===== src/rtl/pwm_pkg.sv =====
// Shared constants, types and helpers for the PWM output block.
package pwm_pkg;

   // Number of driven pins: out[7:0] feeds uo_out, out[15:8] feeds uio_out.
   localparam int NUM_CH = 16;

   // Last value of the period counter; 255 is never reached so a period
   // spans 255 counter steps.
   localparam logic [7:0] PWM_CNT_MAX = 8'd254;

   // Duty code that means "always high" rather than "high for 255 steps".
   localparam logic [7:0] DUTY_FULL = 8'hFF;

   typedef logic [7:0] duty_t;

   // Per-pin configuration gathered from the two register pairs.
   typedef struct packed {
      logic [NUM_CH-1:0] en_out;
      logic [NUM_CH-1:0] en_pwm;
   } pin_cfg_t;

   // Raw waveform level for a given counter position and latched duty.
   // The full-scale code is special-cased so 0xFF has no low step at all.
   function automatic logic pwm_level(input duty_t cnt, input duty_t duty);
      return (duty == DUTY_FULL) || (cnt < duty);
   endfunction

endpackage


===== src/rtl/pwm_timebase.sv =====
// Prescaler plus 0..254 period counter. Produces the counter value, a
// combinational wrap strobe (true in the cycle before the counter returns
// to 0) and a registered one-cycle period-start pulse.
module pwm_timebase
   import pwm_pkg::*;
#(
   parameter int unsigned CLK_DIV = 13
) (
   input  logic  clk,
   input  logic  rst,
   output duty_t pwm_cnt,
   output logic  wrap_tick,
   output logic  pwm_cycle_start
);

   // A divider of 1 still needs a 1-bit register so the ports stay legal.
   localparam int DIV_W = (CLK_DIV > 1) ? $clog2(CLK_DIV) : 1;
   localparam logic [DIV_W-1:0] DIV_LAST = DIV_W'(CLK_DIV - 1);

   logic [DIV_W-1:0] div_cnt;
   logic             tick;

   assign tick      = (div_cnt == DIV_LAST);
   assign wrap_tick = tick && (pwm_cnt == PWM_CNT_MAX);

   // Prescaler: 0..CLK_DIV-1, one tick on the last count.
   always_ff @(posedge clk) begin
      if (rst)
         div_cnt <= '0;
      else if (tick)
         div_cnt <= '0;
      else
         div_cnt <= div_cnt + 1'b1;
   end

   // Period counter: advance on tick, wrap 254 -> 0.
   always_ff @(posedge clk) begin
      if (rst)
         pwm_cnt <= '0;
      else if (wrap_tick)
         pwm_cnt <= '0;
      else if (tick)
         pwm_cnt <= pwm_cnt + 8'd1;
   end

   // Period-start pulse: high while the counter first reads 0 after a wrap.
   // Reset release leaves it low since no wrap has happened yet.
   always_ff @(posedge clk) begin
      if (rst)
         pwm_cycle_start <= 1'b0;
      else
         pwm_cycle_start <= wrap_tick;
   end

endmodule


===== src/rtl/pwm_generator.sv =====
// Shared 8-bit PWM driving 16 pins. Each pin is forced low, held high, or
// follows the PWM waveform. The duty request is latched only at the period
// wrap so a mid-period write can never produce a runt pulse.
module pwm_generator
   import pwm_pkg::*;
#(
   parameter int unsigned CLK_DIV = 13
) (
   input  logic        clk,
   input  logic        rst,
   input  logic [7:0]  en_reg_out_7_0,
   input  logic [7:0]  en_reg_out_15_8,
   input  logic [7:0]  en_reg_pwm_7_0,
   input  logic [7:0]  en_reg_pwm_15_8,
   input  logic [7:0]  pwm_duty_cycle,
   output logic [15:0] out,
   output logic        pwm_cycle_start
);

   duty_t             pwm_cnt;
   duty_t             duty_shadow;
   logic              wrap_tick;
   logic              pwm_raw;
   pin_cfg_t          cfg;
   logic [NUM_CH-1:0] pin_nxt;

   pwm_timebase #(
      .CLK_DIV (CLK_DIV)
   ) u_timebase (
      .clk             (clk),
      .rst             (rst),
      .pwm_cnt         (pwm_cnt),
      .wrap_tick       (wrap_tick),
      .pwm_cycle_start (pwm_cycle_start)
   );

   // Enables are used directly (not shadowed) so pin mode changes take
   // effect on the next clock.
   assign cfg.en_out = {en_reg_out_15_8, en_reg_out_7_0};
   assign cfg.en_pwm = {en_reg_pwm_15_8, en_reg_pwm_7_0};

   // Duty shadow: capture the request on the wrap tick only. A request that
   // changes on that same cycle is taken as-is.
   always_ff @(posedge clk) begin
      if (rst)
         duty_shadow <= '0;
      else if (wrap_tick)
         duty_shadow <= pwm_duty_cycle;
   end

   assign pwm_raw = pwm_level(pwm_cnt, duty_shadow);

   // Per-pin mux: output enable wins over PWM select.
   for (genvar g = 0; g < NUM_CH; g++) begin : g_pin
      assign pin_nxt[g] = cfg.en_out[g] & (cfg.en_pwm[g] ? pwm_raw : 1'b1);
   end

   // Registered pin drive keeps the pads glitch-free.
   always_ff @(posedge clk) begin
      if (rst)
         out <= '0;
      else
         out <= pin_nxt;
   end

endmodule


===== config.mk =====
export PLATFORM = sky130hd
export DESIGN_NAME = pwm_generator
export DESIGN_NICKNAME = d
export VERILOG_FILES = /design/src/rtl/pwm_pkg.sv /design/src/rtl/pwm_timebase.sv /design/src/rtl/pwm_generator.sv
export SDC_FILE = /design/constraint.sdc
export NUM_CORES = 1
export LEC_CHECK = 0
export ABC_AREA = 0
export CAP_MARGIN = 0
export CORE_ASPECT_RATIO = 1.25
export CORE_MARGIN = 2
export CORE_UTILIZATION = 40
export DETAILED_ROUTE_END_ITERATION = 12
export GPL_ROUTABILITY_DRIVEN = 1
export GPL_TIMING_DRIVEN = 1
export PLACE_DENSITY = 0.73
export SYNTH_ARGS = -nofsm -noshare
export SYNTH_HDL_FRONTEND = slang
export SYNTH_SLANG_ARGS = --single-unit

===== constraint.sdc =====
create_clock -name clk -period 1.9 [get_ports clk]
set_input_delay 0.38 -clock clk [delete_from_list [all_inputs] [get_ports clk]]
set_output_delay 0.38 -clock clk [all_outputs]
set_load 0.01 [all_outputs]

==> results.toml, run 1 <==
[run_status]
status = "completed"

[global_routing]
first_global_vias = 1311
grt_max_degree = 21
grt_first_pass_wirelength_mm = 5.57
overflow = 0
grt_usage_pct = 16.7
grt_antenna_before_repair = 0

[synth]
synth_seq_cells = 37
yosysUniqueCellTypes = 32
synth_warnings = 0
seq_area_frac_synth_pct = 46.9
netlist_area_mm2 = 0.00158
synth_nets = 219
syn_inst = 166
syn_area_per_cell_um2 = 9.51

[cells_and_area]
final_common_cell = "clkdlybuf4s50_1"
n_antenna_cell = 0
nets = 284
drive_gt1_share_pct = 7.36
final_cell_mix = "clkdlybuf4s50_1 (58), dfxtp_1 (37), a21oi_1 (19)"
area.growth.synth_to_final_pct = 47.1

[worst_hold_path]
hp-start = "u_timebase.div_cnt[0]"
min_path_cells = 1
holdPathEnd = "u_timebase.div_cnt[0]"
holdCritPathClass = "flop to flop"

[power]
cellPowerDensity_mw_per_mm2 = 648
cellLeakagePower_nw = 0.864
peakVddDrop_v = 0.000350
finalPower_mw = 1.51

[die]
die_y_um = 74.2
io-pin-count = 59
coreArea_mm2 = 0.00378
die_w_um = 60.2
dieArea_mm2 = 0.00447
rows = 25
start_util_pct = 41.7

[clock_network]
cts_root_buf = "clkbuf_8"
clock-sinks = 37
insertion_delay_ps = 280
h-tree-depth = 2
cts.clk_slew.worst_paths_ps = 70
hold_buffers = 0
cts_buffers = 5
cts_tree = "built"
ctsResizeCount = 0
clk_path_buf_depth = 2
post-cts-setup-buffer-count = 0

[placement]
post-place-ws_ps = 261
gp_congestion = 0.801
dp_hpwl_mm = 2.62
port_buffers = 58

[flow_run]
max_cap_violations = 0

[worst_setup_path]
crit_fanout = 16
path_class = "flop to flop"
arrival_ps = 1800
critPathLaunchType = "flop"
endpoint_kind = "flop"
r2r_start = "duty_shadow[7]"
crit_required_ps = 2070
reg2reg_to = "out[0]"
ff2ff_setup_slack_ps = 260
reg2regPathDepth = 7
cp_cell_sequence = "inv_1 -> ha_1 -> and4_1 -> o21ai_1 -> o32ai_2 -> buf_4 -> a21oi_1"
crit_slowest_cell = "dfxtp_1"
worst_path_largest_cell_delay_ps = 340

[timing]
hold_viol_final = 0
holdWs_ps = 493
slew_violations = 0
final.setup.tns_ps = 0
max_freq_ghz = 0.610
slew_headroom_pct = 79.7
worst_pin_slew_ps = 304
period_needed_ps = 1640
finalCritPeriodShare_pct = 86.2
setup_violations = 0
rsz0062_at_grt = "false"
finalClockSkew_ps = 1.86
finalWorstSetupSlack_ps = 262

[route]
first_pass_iters = 4
wl_mm = 3.37
drc = 0
detail-route-antenna-nets = 0
via_count = 1322
drt_iter0_markers = 43
post_drt_wl_per_cell_um = 11.8
routed_via_density = 4.64
sequential cells by signal, indices dropped and copies added, names as in the netlist:
signal and count:
u_timebase.pwm_cnt 8, u_timebase.div_cnt 4, out 16, duty_shadow 8, u_timebase.pwm_cycle_start 1
kinds of logic (layout without fill, tap and decap cells):
family	Yosys count	in the layout	synth area share [%]
xor gates and xnor gates	8	8	4.44
DFF	37	37	46.9
adders and majority gates	11	11	8.72
AOI/OAI and AO/OA	35	35	14.3
and+or+nand+nor	58	58	20.8
buffers and inverters	17	82	4.83
Yosys cell counts:
library cell  number  share of area, %
a2111oi_4          1               1.7
a211oi_1           1              0.48
a21o_1             1              0.48
a21oi_1           19               6.0
a22o_1             1              0.55
a41o_1             1              0.63
and3_1             1              0.40
and4_1             1              0.55
buf_2              1              0.32
buf_4              1              0.48
buf_6              1              0.71
clkbuf_1           3              0.71
dfxtp_1           37                47
ha_1              11               8.7
inv_1             11               2.6
nand2_1           12               2.9
nand2b_1          16               6.3
nand2b_4           1              0.87
nand4_1            4               1.6
nand4_2            1              0.79
nor2_1            12               2.9
nor3_1             6               1.9
nor3b_1            1              0.48
nor4_4             1               1.3
o21a_1             1              0.48
o21ai_0            8               2.5
o21ai_1            1              0.32
o32ai_2            1               1.0
or2_1              1              0.40
or4_1              1              0.48
xnor2_1            6               3.3
xor2_1             2               1.1
where the power goes:
part	total [mW]	switching [mW]	internal, mW
Sequential	0.803	0.00835	0.795
Combinational	0.170	0.0498	0.120
Clock	0.533	0.245	0.287
final cells by class:
cell class                 instances  area (µm²)
inverter                          11        41.3
timing repair buffer              64         626
sequential                        37         741
multi-input combinational        112         762
clock buffer                       7        86.3
fill                             328        1460
tap                               54        67.6
metal layers:
| layer | routed length (µm) | track usage, % |
|---|---|---|
| met1 | 1300 | 17.3 |
| met4 | 36 | 5.19 |
| met2 | 1740 | 29.5 |
| met3 | 291 | 8.17 |
| met5 | 0 | 0 |
how the worst max path moves through the flow:
| stage | startpoint | to | cells past startpoint |
|---|---|---|---|
| floorplan | duty_shadow[6] | out[10] | 7 |
| global placement | duty_shadow[5] | out[6] | 7 |
| detailed placement | duty_shadow[6] | out[13] | 7 |
| CTS | duty_shadow[6] | out[0] | 7 |
| global route | duty_shadow[7] | out[0] | 7 |
| finish | duty_shadow[7] | out[0] | 7 |
worst max-delay path: cells and delay by family (launching register included):
| kind | cells | cell delay (ps) |
|---|---|---|
| AO/OA/AOI/OAI | 3 | 410 |
| flip-flops | 1 | 340 |
| buffers and inverters | 2 | 300 |
| adder cells (fa/ha/maj) | 1 | 300 |
| AND/OR/NAND/NOR | 1 | 170 |
through the flow:
stage          area, µm²  cells  utilization (%)
2_1_floorplan       1580    166                -
5_1_grt             2320    285             61.4
4_1_cts             2320    285             61.4
3_3_place_gp        2240    278             59.1
6_report            2320    285             61.4
3_5_place_dp        2240    278             59.1
Note: power is estimated with default switching activity, not from simulation.
==> run 2, diff against run 1 <==
Settings changed: HOLD_SLACK_MARGIN set to 0.12.
Clock period 1.9 ns to 1.82 ns, I/O delays scaled along.
==> results.toml, run 2 (synthesis gave the netlist of run 1 again) <==
[cells_and_area]
drive_gt1_share_pct = 9.01
top_register = "out"
largest_register_ffs = 16
top_regs = "out x16, duty_shadow x8, u_timebase.pwm_cnt x8"
area.growth.synth_to_final_pct = 50.9
final_common_cell = "clkdlybuf4s50_1"
post-route-util_pct = 62.9
n_antenna_cell = 0
final_cell_mix = "clkdlybuf4s50_1 (58), dfxtp_1 (37), a21oi_1 (19)"
nets = 285
fillers = 328

[worst_setup_path]
r2r_start = "duty_shadow[6]"
critPathTopFamily = "compound AO/OA/AOI/OAI gates"
ff2ff_setup_slack_ps = 130
path_class = "flop to flop"
crit_fanout = 16
setup.worst_path.start = "duty_shadow[6]"
cp_cell_sequence = "inv_1 -> ha_1 -> and4_1 -> o21ai_1 -> o32ai_2 -> buf_6 -> a21oi_1"
crit_required_ps = 1990
worst_path_largest_cell_delay_ps = 340
crit_buf_inv = 2
reg2reg_to = "out[11]"
reg2regPathDepth = 7
arrival_ps = 1870
crit_slowest_cell = "dfxtp_1"
critPathLaunchType = "flop"
endpoint_kind = "flop"

[global_routing]
grt_max_degree = 18
grt_antenna_before_repair = 0
grt_first_pass_wirelength_mm = 5.44
first_global_vias = 1301
grt_usage_pct = 16.4
overflow = 0

[route]
post_drt_wl_per_cell_um = 11.6
via_count = 1339
drc = 0
first_pass_iters = 3
detail-route-antenna-nets = 0
routed_via_density = 4.67
wl_mm = 3.34
drt_iter0_markers = 32

[timing]
final.setup.tns_ps = 0
period_needed_ps = 1690
finalClockSkew_ps = 5.05
finalCritPeriodShare_pct = 93.0
setup_violations = 0
finalWorstSetupSlack_ps = 127
hold_viol_final = 0
rsz0062_at_grt = "false"
max_freq_ghz = 0.591
worst_pin_slew_ps = 298
slew_violations = 0
slew_headroom_pct = 80.1

[clock_network]
clk_path_buf_depth = 2
clock-sinks = 37
cts_root_buf = "clkbuf_8"
insertion_delay_ps = 290
cts_tree = "built"
hold_buffers = 0
h-tree-depth = 2
cts.clk_slew.worst_paths_ps = 70
cts_buffers = 5

[worst_hold_path]
holdCritPathClass = "flop to flop"
hp-start = "u_timebase.div_cnt[0]"
min_path_cells = 1
holdPathEnd = "u_timebase.div_cnt[0]"

[run_status]
status = "completed"

[placement]
gp_congestion = 0.750
dp_hpwl_mm = 2.63
post-place-ws_ps = 71.4
port_buffers = 58

[die]
rows = 25
die_w_um = 60.2
die_y_um = 74.2
start_util_pct = 41.7
io-pin-count = 59
dieArea_mm2 = 0.00447
coreArea_mm2 = 0.00378

[power]
cellPowerDensity_mw_per_mm2 = 773
peakVddDrop_v = 0.000672
cellLeakagePower_nw = 0.895

[flow_run]
max_cap_violations = 0
run 2: cell count changes in the layout (fill, tap and decap cells not counted):
cell,delta
clkbuf_8,-1
or2_2,+1
buf_6,+1
clkbuf_1,-1
bufinv_16,+2
clkinv_2,+1
or2_1,-1
run 2: final cells by class:
type / count / area [µm²] / area share (%)
Clock buffer: 5 / 68.8 / 2.89
Clock inverter: 3 / 65.1 / 2.73
Inverter: 11 / 41.3 / 1.73
Multi-Input combinational cell: 112 / 762 / 32.0
Sequential cell: 37 / 741 / 31.1
Tap cell: 54 / 67.6 / 2.84
Timing Repair Buffer: 65 / 637 / 26.7
run 2: how the worst max path moves through the flow:
stage | to | slack (ps) | depth (start not counted)
after floorplan | out[10] | 150 | 7
after global placement | out[11] | 160 | 7
after detailed placement | duty_shadow[2] | 70 | 6
after CTS | duty_shadow[2] | 60 | 6
after global routing | out[13] | 30 | 7
final | out[11] | 130 | 7
run 2: what timing repair did:
action / CTS / global route
gates resized for setup: 0 / 2
setup endpoints to repair: 0 / 9
setup buffers: 0 / 0
run 2: where the power goes:
part | switching, mW | internal (mW)
registers | 0.00884 | 0.829
clock network | 0.283 | 0.544
logic | 0.0521 | 0.124
total | 0.344 | 1.50
run 2: per-stage QoR:
stage                     std cells  area [µm²]  hold slack, ps  power [mW]
after floorplan                 166        1580             452       0.907
after global placement          279        2240             462        1.03
after detailed placement        279        2240             475        1.03
after CTS                       287        2380             485        1.87
after global routing            287        2380             505        1.92
final                           287        2380             483        1.84
run 2: routing by layer:
metal	wire (µm)	up-vias	track usage [%]	share of wire [%]
li1	-	691	-	-
met2	1710	46	29.3	51
met1	1300	596	16.5	39
met4	59	0	6.67	1.8
met5	0	-	0	0
met3	271	6	6.96	8.1
==> run 3, diff against run 2 <==
Settings changed: CORE_UTILIZATION 40 to 25, PLACE_DENSITY 0.73 to unset.
==> results.toml, run 3 (synthesis gave the netlist of run 1 again) <==
[run_status]
status = "completed"

[clock_network]
clk_path_buf_depth = 2
cts_buffers = 5
cts.clk_slew.worst_paths_ps = 80
hold_buffers = 0
cts_root_buf = "clkbuf_8"
h-tree-depth = 2
clock-sinks = 37
insertion_delay_ps = 290
cts_tree = "built"
post-cts-setup-buffer-count = 0

[worst_setup_path]
crit_fanout = 8
endpoint_kind = "flop"
reg2regPathDepth = 7
crit_required_ps = 2000
ff2ff_setup_slack_ps = 170
critPathLaunchType = "flop"
arrival_ps = 1830
path_class = "flop to flop"
reg2reg_to = "out[1]"
setup.worst_path.start = "duty_shadow[6]"
r2r_start = "duty_shadow[6]"

[global_routing]
grt_max_degree = 21
first_global_vias = 1345
grt_antenna_before_repair = 0
overflow = 0
grt_first_pass_wirelength_mm = 5.93
grt_usage_pct = 11.3

[worst_hold_path]
holdPathEnd = "u_timebase.div_cnt[0]"
holdCritPathClass = "flop to flop"
min_path_cells = 1
hp-start = "u_timebase.div_cnt[0]"

[power]
p_int_mw = 1.35
cellPowerDensity_mw_per_mm2 = 708
combinationalPowerShare_pct = 10.5
cellLeakagePower_nw = 0.879
switching_share_pct = 20.3
seqPwrFrac_pct = 49.4
power.share.clock_pct = 40.1
netSwitchingPower_mw = 0.345
peakVddDrop_v = 0.000375

[placement]
port_buffers = 58
gp_congestion = 0.767
post_dp_cell_area_mm2 = 0.00228
dp_hpwl_mm = 2.77

[cells_and_area]
regArea_um2 = 741
fillers = 634
top_regs = "out x16, duty_shadow x8, u_timebase.pwm_cnt x8"
final_cell_area_mm2 = 0.00240
multi_input_area_um2 = 774
final_cell_mix = "clkdlybuf4s50_1 (58), dfxtp_1 (37), a21oi_1 (19)"
largest_register_ffs = 16
n_antenna_cell = 0
drive_gt1_share_pct = 8.62
area.growth.synth_to_final_pct = 52.0
nets = 285
top_register = "out"
final_common_cell = "clkdlybuf4s50_1"
post-route-util_pct = 39.2

[timing]
finalClockSkew_ps = 9.46
setup_violations = 0
finalCritPeriodShare_pct = 90.9
hold_viol_final = 0
final.setup.tns_ps = 0
rsz0062_at_grt = "false"
slew_headroom_pct = 79.1
slew_violations = 0
period_needed_ps = 1650
max_freq_ghz = 0.604
worst_pin_slew_ps = 313

[route]
routed_via_density = 4.25
via_count = 1348
first_pass_iters = 4
drt_iter0_markers = 71
wl_met3_um = 341
wl_met2_mm = 1.71
detail-route-antenna-nets = 0
wl_mm = 3.53
top_layer = "met4"
wl_met1_mm = 1.43
post_drt_wl_per_cell_um = 11.1
drc = 0

[die]
coreArea_mm2 = 0.00613
dieArea_mm2 = 0.00697
start_util_pct = 25.8
die_y_um = 92.9
io-pin-count = 59
die_w_um = 75.1
rows = 32

[flow_run]
max_cap_violations = 0
[run 3: changes by cell type in the layout (fill, tap and decap cells not counted), sizes merged]
cell	change
bufinv	-1
[run 3: stage by stage]
stage / instances / power (mW) / hold slack [ps] / setup slack [ps]
final: 317 / 1.70 / 508 / 165
after global routing: 317 / 1.77 / 532 / 11.8
after CTS: 317 / 1.72 / 511 / 81.8
after detailed placement: 310 / 1.04 / 489 / 123
after global placement: 310 / 1.04 / 488 / 174
after floorplan: 166 / 0.907 / 452 / 149
[run 3: what timing repair did]
item | CTS | global route
endpoints found under the setup margin | 0 | 12
hold endpoints to repair | 0 | 0
gates resized for setup | 0 | 1
[run 3: routing by layer]
layer	vias up	GRT usage, %
met3	2	6.20
met5	-	0
li1	690	-
met1	610	12.0
met4	0	4.02
met2	46	18.4
[run 3: worst max-delay path: stages, from the launching register on]
cell and delay, ps:
dfxtp_1 320, inv_1 80, ha_4 280, and4_1 180
o21ai_1 80, o32ai_2 310, buf_4 220, a21oi_1 70
[run 3: power groups by stage]
stage / Combinational [mW] / Sequential, mW / Clock [mW]
2_1_floorplan: 0.0436 / 0.864 / 0
3_3_place_gp: 0.179 / 0.857 / 0
3_5_place_dp: 0.180 / 0.857 / 0
4_1_cts: 0.181 / 0.838 / 0.698
5_1_grt: 0.194 / 0.841 / 0.734
6_report: 0.179 / 0.838 / 0.681
[run 3: worst max-delay path by stage]
stage                    to  slack, ps  cells after the start
floorplan           out[10]        150                      7
global placement     out[0]        170                      7
detailed placement   out[9]        120                      7
CTS                  out[1]         80                      7
global route         out[4]         10                      7
finish               out[1]        170                      7
[run 3: cell type report]
cell class | instances | area share, %
timing repair buffer | 65 | 26.4
inverter | 11 | 1.72
sequential | 37 | 30.9
clock inverter | 2 | 1.46
multi-input combinational | 112 | 32.3
tap | 85 | 4.43
clock buffer | 5 | 2.87
